`config.mk`:
```
export PLATFORM = sky130hd
export DESIGN_NAME = cim_weight_loader
export DESIGN_NICKNAME = d
export VERILOG_FILES = /design/src/rtl/cim_weight_loader.sv
export SDC_FILE = /design/constraint.sdc
export NUM_CORES = 1
export LEC_CHECK = 0
export ABC_CLOCK_PERIOD_IN_PS = 2300
export CAP_MARGIN = 20
export CELL_PAD_IN_SITES_DETAIL_PLACEMENT = 1
export CELL_PAD_IN_SITES_GLOBAL_PLACEMENT = 2
export CORE_MARGIN = 5
export CORE_UTILIZATION = 25
export DETAILED_ROUTE_END_ITERATION = 7
export PLACE_DENSITY = 0.73
export SLEW_MARGIN = 20
export SYNTH_ARGS = -nofsm -noshare
export SYNTH_HDL_FRONTEND = slang
export SYNTH_SLANG_ARGS = --single-unit
```
`constraint.sdc`:
```
create_clock -name clk -period 2.3 [get_ports clk]
set_input_delay 0.575 -clock clk [delete_from_list [all_inputs] [get_ports clk]]
set_output_delay 0.575 -clock clk [all_outputs]
set_load 0.01 [all_outputs]
```
`src/rtl/cim_weight_loader.sv`:
```
// cim_weight_loader
// Write sequencer for a two-bank CIM storage array. Takes 24-bit weight words
// over a valid/ready handshake and writes them row 0..ROWS-1 into each selected
// bank (bank 0 first) using a SETUP / PULSE / HOLD word-line protocol.
//
// Handshake: a word transfers on a rising edge where in_valid && in_ready are
// both high. in_ready is a registered decode of the FETCH state, so it never
// depends combinationally on in_valid. Upstream must hold in_data stable while
// in_valid is high and in_ready is low. If abort is sampled in FETCH, it takes
// priority over any word that is offered in the same cycle. In that case the
// word counts as consumed and is dropped, and it is never written.
//
// All outputs are registered. Each one is decoded from the next-state value, so
// it changes on the same edge as the state it belongs to.
module cim_weight_loader #(
   parameter int DW       = 24,
   parameter int ROWS     = 8,
   parameter int HOLD_CYC = 1
) (
   input  logic            clk,
   input  logic            rst,
   input  logic            start,
   input  logic [1:0]      bank_mask,
   input  logic            abort,
   input  logic            in_valid,
   input  logic [DW-1:0]   in_data,
   output logic            in_ready,
   output logic [ROWS-1:0] WA0,
   output logic [ROWS-1:0] WA1,
   output logic [DW-1:0]   D,
   output logic            busy,
   output logic            done,
   output logic            aborted
);

   localparam int RW = (ROWS > 1) ? $clog2(ROWS) : 1;
   localparam int HW = (HOLD_CYC > 1) ? $clog2(HOLD_CYC) : 1;
   localparam logic [RW-1:0]   ROW_LAST  = RW'(ROWS - 1);
   localparam logic [HW-1:0]   HOLD_LAST = HW'(HOLD_CYC - 1);
   localparam logic [ROWS-1:0] ROW0_SEL  = ROWS'(1);

   typedef enum logic [2:0] {
      S_IDLE  = 3'd0,
      S_FETCH = 3'd1,
      S_SETUP = 3'd2,
      S_PULSE = 3'd3,
      S_HOLD  = 3'd4,
      S_DONE  = 3'd5
   } state_t;

   state_t          state_q, state_d;
   logic            mask1_q, mask1_d;       // bank 1 is still to be loaded after bank 0
   logic            bank_q, bank_d;         // current bank: 0 or 1
   logic [RW-1:0]   row_q, row_d;
   logic [HW-1:0]   hold_cnt_q, hold_cnt_d;
   logic            abort_pend_q, abort_pend_d;  // abort seen during PULSE/HOLD
   logic [DW-1:0]   d_q, d_d;
   logic [ROWS-1:0] wa0_q, wa0_d;
   logic [ROWS-1:0] wa1_q, wa1_d;
   logic            in_ready_q, in_ready_d;
   logic            busy_q, busy_d;
   logic            done_q, done_d;
   logic            aborted_q, aborted_d;
   logic            end_abort;

   // Next-state, counter and registered-output computation
   always_comb begin
      state_d      = state_q;
      mask1_d      = mask1_q;
      bank_d       = bank_q;
      row_d        = row_q;
      hold_cnt_d   = hold_cnt_q;
      abort_pend_d = abort_pend_q;
      d_d          = d_q;
      end_abort    = 1'b0;

      unique case (state_q)
         S_IDLE: begin
            // abort is ignored here, so a start in the same cycle always wins
            if (start) begin
               if (bank_mask != 2'b00) begin
                  mask1_d      = bank_mask[1];
                  bank_d       = ~bank_mask[0];
                  row_d        = '0;
                  hold_cnt_d   = '0;
                  abort_pend_d = 1'b0;
                  state_d      = S_FETCH;
               end else begin
                  state_d = S_DONE;
               end
            end
         end

         S_FETCH: begin
            if (abort) begin
               end_abort = 1'b1;
               state_d   = S_DONE;
            end else if (in_valid) begin
               d_d     = in_data;
               state_d = S_SETUP;
            end
         end

         S_SETUP: begin
            // The word has not reached a word line yet, so it can be dropped
            if (abort) begin
               end_abort = 1'b1;
               state_d   = S_DONE;
            end else begin
               state_d = S_PULSE;
            end
         end

         S_PULSE: begin
            // A pulse is never cut short. Remember the abort and finish the row.
            if (abort) begin
               abort_pend_d = 1'b1;
            end
            hold_cnt_d = '0;
            state_d    = S_HOLD;
         end

         S_HOLD: begin
            if (abort) begin
               abort_pend_d = 1'b1;
            end
            if (hold_cnt_q == HOLD_LAST) begin
               hold_cnt_d = '0;
               if (abort_pend_d) begin
                  end_abort = 1'b1;
                  state_d   = S_DONE;
               end else if (row_q != ROW_LAST) begin
                  row_d   = row_q + RW'(1);
                  state_d = S_FETCH;
               end else if (!bank_q && mask1_q) begin
                  bank_d  = 1'b1;
                  row_d   = '0;
                  state_d = S_FETCH;
               end else begin
                  state_d = S_DONE;
               end
            end else begin
               hold_cnt_d = hold_cnt_q + HW'(1);
            end
         end

         S_DONE: begin
            abort_pend_d = 1'b0;
            state_d      = S_IDLE;
         end

         default: begin
            state_d = S_IDLE;
         end
      endcase

      // Outputs decoded from the state being entered
      busy_d     = (state_d == S_FETCH) || (state_d == S_SETUP) ||
                   (state_d == S_PULSE) || (state_d == S_HOLD);
      in_ready_d = (state_d == S_FETCH);
      done_d     = (state_d == S_DONE);
      aborted_d  = (state_d == S_DONE) && end_abort;
      wa0_d      = '0;
      wa1_d      = '0;
      if (state_d == S_PULSE) begin
         if (bank_d) begin
            wa1_d = ROW0_SEL << row_d;
         end else begin
            wa0_d = ROW0_SEL << row_d;
         end
      end
   end

   // State and output registers with synchronous reset
   always_ff @(posedge clk) begin
      if (rst) begin
         state_q      <= S_IDLE;
         mask1_q      <= 1'b0;
         bank_q       <= 1'b0;
         row_q        <= '0;
         hold_cnt_q   <= '0;
         abort_pend_q <= 1'b0;
         d_q          <= '0;
         wa0_q        <= '0;
         wa1_q        <= '0;
         in_ready_q   <= 1'b0;
         busy_q       <= 1'b0;
         done_q       <= 1'b0;
         aborted_q    <= 1'b0;
      end else begin
         state_q      <= state_d;
         mask1_q      <= mask1_d;
         bank_q       <= bank_d;
         row_q        <= row_d;
         hold_cnt_q   <= hold_cnt_d;
         abort_pend_q <= abort_pend_d;
         d_q          <= d_d;
         wa0_q        <= wa0_d;
         wa1_q        <= wa1_d;
         in_ready_q   <= in_ready_d;
         busy_q       <= busy_d;
         done_q       <= done_d;
         aborted_q    <= aborted_d;
      end
   end

   assign in_ready = in_ready_q;
   assign WA0      = wa0_q;
   assign WA1      = wa1_q;
   assign D        = d_q;
   assign busy     = busy_q;
   assign done     = done_q;
   assign aborted  = aborted_q;

endmodule

```
After elaboration in Yosys (flattened, before gate mapping). Index checks and enable logic that the tools add are counted.

$add $sub $neg: 2. Eq/ne operators: 13. Shift operators: 1. Mux-type cells: 35. Bitwise gates (word level): 4. Reductions and logical operators: 17.

Operator list (number): 2-to-1 mux 3 bit (15); one-hot mux 3 bit (5 select lines) (1); 2-to-1 mux 1 bit (14); equality test 3 x 2 -> 1 bit, second input constant (4); equality test 3 bit, second input constant (4); AND reduction 3 bit (4); << shifter 1 x 3 -> 8 bit, first input constant (1); equality test 3 x 1 -> 1 bit, second input constant (2); one-hot mux 3 bit (2 select lines) (1); OR reduction 3 bit (2); != test 2 bit, second input constant (2); NOT 1 bit (4); one-hot mux 1 bit (2 select lines) (2); one-hot mux 1 bit (4 select lines) (1); nonzero test 4 bit (1); adder 3 x 1 -> 3 bit, second input constant (1); zero test 3 bit (1); logical OR 1 bit (3); != test 3 bit, second input constant (1); one-hot mux 1 bit (3 select lines) (1); nonzero test 3 bit (1); logical AND 1 bit (2); nonzero test 2 bit (1); OR reduction 2 bit (1); 2 further kinds (2).

Flip-flop bits (word level): 54. Input bits: 31. Output and inout port bits: 44. Word-level logic and storage cells: 85.

Depth between registers and ports, before layout.
Word-level depth: 11. Mapped depth: 7. Gate-level depth less buffers: 6.

Least setup slack after synthesis. Ideal clock, no wire load.

Path type: input to register. Start point: input port abort. End point: register wa0_q[5], in the netlist WA0[5]. Setup time: 0.092 ns. Data arrival time: 1.847 ns. Required time: 2.208 ns. Path slack: 0.361 ns. Cell stages on the path: 5. Path buffers: 1. Path through: clkbuf_1 > or4b_4 > nor3_4 > a32oi_2 > nor4_1.

Longest elaborated chain between the ends: 8. Elaborated cells between the ends (all ways): 17. Those cells by class: eq/ne (1); shift (1); mux (13); bitwise (1); reduce/logical (1).

Ends and longest elaborated chain: start: declaration (line 24) `input logic abort,`; 2-to-1 mux 1 bit; 2-to-1 mux 1 bit (line 77) `unique case (state_q)`; 2-to-1 mux 3 bit (line 129) `if (abort_pend_d) begin`; 2-to-1 mux 3 bit (line 127) `if (hold_cnt_q == HOLD_LAST) begin`; one-hot mux 3 bit (5 select lines) (line 77); equality test 3 x 2 -> 1 bit (line 165) `if (state_d == S_PULSE) begin`; NOT 1 bit (no line); OR reduction 3 bit (no line); end signal: assignment (line 198) `wa0_q <= wa0_d;`; end: declaration (line 58) `logic [ROWS-1:0] wa0_q, wa0_d;`.

Parallel ways exist; a longest one is shown, timed or not. The select of a mux whose other input is x is not followed. A chain may end at the register's enable or synchronous reset.

Worst setup path in the final report.
Start point: register row_q[0]. End point: register wa1_q[6], in the netlist WA1[6].

Longest elaborated chain between the ends: 8. Elaborated cells between the ends (all ways): 22. Those cells by class: add/sub (1); eq/ne (2); shift (1); mux (15); bitwise (2); reduce/logical (1).

Ends and longest elaborated chain: start: declaration (line 54) `logic [RW-1:0] row_q, row_d;`; start signal: assignment (line 194) `row_q <= row_d;`; != test 3 bit (line 132) `end else if (row_q != ROW_LAST) begin`; 2-to-1 mux 3 bit (line 132); 2-to-1 mux 3 bit (line 129); 2-to-1 mux 3 bit (line 127); one-hot mux 3 bit (5 select lines) (line 77); equality test 3 x 2 -> 1 bit (line 165); NOT 1 bit (no line); OR reduction 3 bit (no line); end signal: assignment (line 199) `wa1_q <= wa1_d;`; end: declaration (line 59) `logic [ROWS-1:0] wa1_q, wa1_d;`.

Parallel ways exist; a longest one is shown, timed or not.

==> impl_metrics.prom <==
# TYPE chip_impl_metric gauge
chip_impl_info{name="path_class",value="reg -> reg"} 1
chip_impl_info{name="hold_end",value="D[6]"} 1
chip_impl_metric{name="remaining_drc_errors",unit=""} 0
chip_impl_info{name="rr_endpoint",value="WA1[6]"} 1
chip_impl_metric{name="core_area",unit="um^2"} 8220
chip_impl_info{name="worst_setup_path_end_kind",value="flip-flop"} 1
chip_impl_metric{name="layout-drive-gt1-share",unit="%"} 12.7
chip_impl_metric{name="die_w",unit="um"} 102
chip_impl_metric{name="worst-endpoint-arrival",unit="ns"} 2.41
chip_impl_metric{name="fin_tns_setup",unit="ns"} 0
chip_impl_metric{name="achievable-frequency",unit="MHz"} 457
chip_impl_metric{name="design.portCount",unit=""} 75
chip_impl_metric{name="groute.layer.met1.usage",unit="%"} 16.2
chip_impl_metric{name="route.detailed.vias_per_inst",unit=""} 4.68
chip_impl_metric{name="clockBufferDepth",unit=""} 2
chip_impl_metric{name="largest_net_degree_at_the_start_of_global_routing",unit=""} 38
chip_impl_metric{name="ys_seq_elements",unit=""} 53
chip_impl_info{name="setup.worst_path.start_class",value="flip-flop"} 1
chip_impl_metric{name="timing.final.setup_violations",unit=""} 0
chip_impl_metric{name="synth-edff-count",unit=""} 0
chip_impl_metric{name="slew_headroom",unit="%"} 58.2
chip_impl_metric{name="detailed_router_iteration_count_before_antenna_repair",unit=""} 4
chip_impl_metric{name="ff2ff_path_depth",unit=""} 6
chip_impl_metric{name="effective_utilization_at_floorplan",unit="%"} 25.6
chip_impl_info{name="most-common-layout-cells",value="74 x sky130_fd_sc_hd__clkdlybuf4s50_1, 53 x sky130_fd_sc_hd__dfxtp_1, 50 x sky130_fd_sc_hd__nand2_1"} 1
chip_impl_metric{name="syn-instance-count",unit=""} 232
chip_impl_metric{name="finalWorstPathRequiredPeriod",unit="ns"} 2.19
chip_impl_metric{name="drv_slew",unit=""} 0
chip_impl_info{name="critical_path.reg2reg.startpoint",value="row_q[0]"} 1
chip_impl_metric{name="power.total",unit="mW"} 1.89
chip_impl_info{name="run_status",value="finished, final reports clean"} 1
chip_impl_metric{name="port_buffers",unit=""} 74
chip_impl_metric{name="num_rows",unit=""} 33
chip_impl_info{name="globalRoute.busiestLayer",value="met2"} 1
chip_impl_metric{name="max_cap_violations",unit=""} 0
chip_impl_metric{name="power_per_cell_area",unit="nW/um^2"} 593
chip_impl_metric{name="antenna_cells",unit=""} 0
chip_impl_metric{name="total_via_count_after_detailed_routing",unit=""} 1965
chip_impl_metric{name="number_of_antenna_violations_at_the_first_check_in_global_routing",unit=""} 0
chip_impl_info{name="worstHoldStart",value="D[6]"} 1
chip_impl_metric{name="number_of_h_tree_branching_levels",unit=""} 2
chip_impl_metric{name="crit_fanout",unit=""} 9
chip_impl_metric{name="yosys_warnings",unit=""} 0
chip_impl_metric{name="cts_sinks",unit=""} 53
chip_impl_info{name="clk_root_buffer_cell",value="sky130_fd_sc_hd__clkbuf_8"} 1
chip_impl_metric{name="area_growth_syn_to_layout",unit="%"} 51.2
chip_impl_metric{name="grt_use_total",unit="%"} 12.8
chip_impl_metric{name="final_hold_viol_count",unit=""} 0
chip_impl_metric{name="routed_wl",unit="um"} 6470
chip_impl_metric{name="cp_data_required_time",unit="ns"} 2.52
chip_impl_metric{name="p_leak",unit="nW"} 1.07
chip_impl_metric{name="post_cts_buffers",unit=""} 0
chip_impl_metric{name="die-area",unit="um^2"} 10400
chip_impl_metric{name="grt_remaining_overflow",unit=""} 0
chip_impl_metric{name="hold_slack",unit="ns"} 0.459
chip_impl_metric{name="worstMarginPinSlew",unit="ns"} 0.626
chip_impl_info{name="min_path_type",value="reg -> reg"} 1
chip_impl_metric{name="seq_area_frac_synth",unit="%"} 50.4
chip_impl_info{name="tritoncts_clock_tree",value="built"} 1
chip_impl_metric{name="r2r_slack",unit="ns"} 0.11
chip_impl_metric{name="grt_first_pass_wirelength",unit="um"} 10500
chip_impl_metric{name="cts_buffer_count",unit=""} 5
chip_impl_metric{name="die_h",unit="um"} 102
chip_impl_metric{name="avgRoutedWirePerCell",unit="um"} 15.4
chip_impl_metric{name="clock_insertion_delay_worst_skew",unit="ns"} 0.31
chip_impl_metric{name="worst_hold_path.num_cells",unit=""} 2
chip_impl_metric{name="mappedNetlistArea",unit="um^2"} 2110
chip_impl_metric{name="cts_hold_buffers",unit=""} 0
chip_impl_info{name="yosys_most_used_dff",value="sky130_fd_sc_hd__dfxtp_1"} 1
chip_impl_metric{name="synth_nets",unit=""} 265
chip_impl_metric{name="finalClockSkew",unit="ns"} 0.00594
chip_impl_metric{name="final_min_period_over_clock_period",unit="%"} 95.2
chip_impl_metric{name="first_global_vias",unit=""} 2106
chip_impl_info{name="most_common_cell_after_layout_fill_and_taps_aside",value="sky130_fd_sc_hd__clkdlybuf4s50_1"} 1
chip_impl_metric{name="syn_area_per_cell",unit="um^2"} 9.08
chip_impl_metric{name="place_hpwl",unit="um"} 4640
chip_impl_metric{name="detail_route.iter0.violations",unit=""} 32
chip_impl_info{name="critPathLaunch",value="row_q[0]"} 1
chip_impl_metric{name="layout.nets",unit=""} 347
chip_impl_metric{name="fillCellCount",unit=""} 958
chip_impl_info{name="rsz0062_at_grt",value="true"} 1
chip_impl_metric{name="ir_drop",unit="mV"} 0.271
chip_impl_metric{name="clock_transition_at_the_register_clock_pins_on_the_worst_setup_and_hold_paths_after_cts",unit="ns"} 0.11
chip_impl_metric{name="cts_repair_resize_count",unit=""} 0
chip_impl_metric{name="ys_async_sr_fraction",unit="%"} 0
chip_impl_metric{name="groute.layer.met3.usage",unit="%"} 2.55
chip_impl_metric{name="use_met2",unit="%"} 21.7
chip_impl_metric{name="gp_routability_congestion",unit=""} 0.792
chip_impl_metric{name="final_antenna_net_count",unit=""} 0
chip_impl_metric{name="netlist-cell-type-count",unit=""} 42
cells in the mapped netlist (3+ instances only):
master | count | area [um^2]
sky130_fd_sc_hd__nand2_1 | 50 | 188
sky130_fd_sc_hd__nor2_1 | 9 | 33.8
sky130_fd_sc_hd__clkbuf_1 | 11 | 41.3
sky130_fd_sc_hd__buf_2 | 3 | 15.0
sky130_fd_sc_hd__dfxtp_1 | 53 | 1060
sky130_fd_sc_hd__nor4_1 | 19 | 119
sky130_fd_sc_hd__nor2b_1 | 4 | 25.0
sky130_fd_sc_hd__o211ai_1 | 3 | 22.5
sky130_fd_sc_hd__a32o_1 | 3 | 30.0
sky130_fd_sc_hd__o21ai_0 | 4 | 20.0
sky130_fd_sc_hd__a21oi_1 | 29 | 145
sky130_fd_sc_hd__inv_1 | 6 | 22.5
report_power, final:
group,leakage [nW],total (mW),switching (mW),internal (mW)
registers,0.429,0.985,0.0356,0.950
logic,0.592,0.333,0.158,0.175
clock network,0.0506,0.571,0.342,0.229
area by class of cell:
class,count,area (um^2),area share (%)
clock buffer,5,68.8,2.16
clock inverter,3,28.8,0.903
inverter,6,22.5,0.707
multi-input combinational,158,988,31.0
sequential,53,1060,33.3
tap,105,131,4.12
timing repair buffer,90,886,27.8
critical path, stage by stage, from the launching register on:
cell and delay [ns]:
sky130_fd_sc_hd__dfxtp_1 0.36, sky130_fd_sc_hd__ha_1 0.21, sky130_fd_sc_hd__ha_1 0.21, sky130_fd_sc_hd__or4b_4 0.56, sky130_fd_sc_hd__nor3_4 0.22, sky130_fd_sc_hd__a32oi_2 0.20
sky130_fd_sc_hd__nor4_1 0.33
layer usage:
| layer | routed length, um | share of wire (%) |
|---|---|---|
| met2 | 3240 | 50 |
| met1 | 2910 | 45 |
| met3 | 241 | 3.7 |
| met5 | 0 | 0 |
| met4 | 89 | 1.4 |
sequential cells by signal, indices dropped and copies added (netlist names):
name,cells
WA0,8
aborted,1
row_q,3
D,24
in_ready,1
state_q,3
mask1_q,1
abort_pend_q,1
WA1,8
done,1
bank_q,1
busy,1
kinds of logic (layout without fill, tap and decap cells):
logic type	Yosys count	in the layout	synth area share, %
buf+inv	21	104	3.92
xor+xnor	1	1	0.416
fa+ha+maj	2	2	1.19
compound gates	55	55	18.3
flops	53	53	50.4
simple gates	100	100	25.8
worst max path at each step:
stage / slack, ns / to / cells past startpoint
global placement: -0.15 / WA1[7] / 5
finish: 0.11 / WA1[6] / 6
detailed placement: -0.15 / WA1[1] / 5
CTS: 0.07 / WA1[7] / 6
global route: -0.03 / WA1[7] / 6
floorplan: 0.36 / WA0[5] / 5
per-stage QoR:
stage	utilization, %	worst slack (ns)	cell area [um^2]	std cells
5_1_grt	38.8	-0.0261	3190	420
6_report	38.8	0.111	3190	420
2_1_floorplan	-	0.361	2110	232
4_1_cts	38.5	0.0667	3170	420
3_3_place_gp	37.4	-0.149	3070	412
3_5_place_dp	37.4	-0.151	3070	412
No activity file was read; power rests on OpenSTA's default activity.
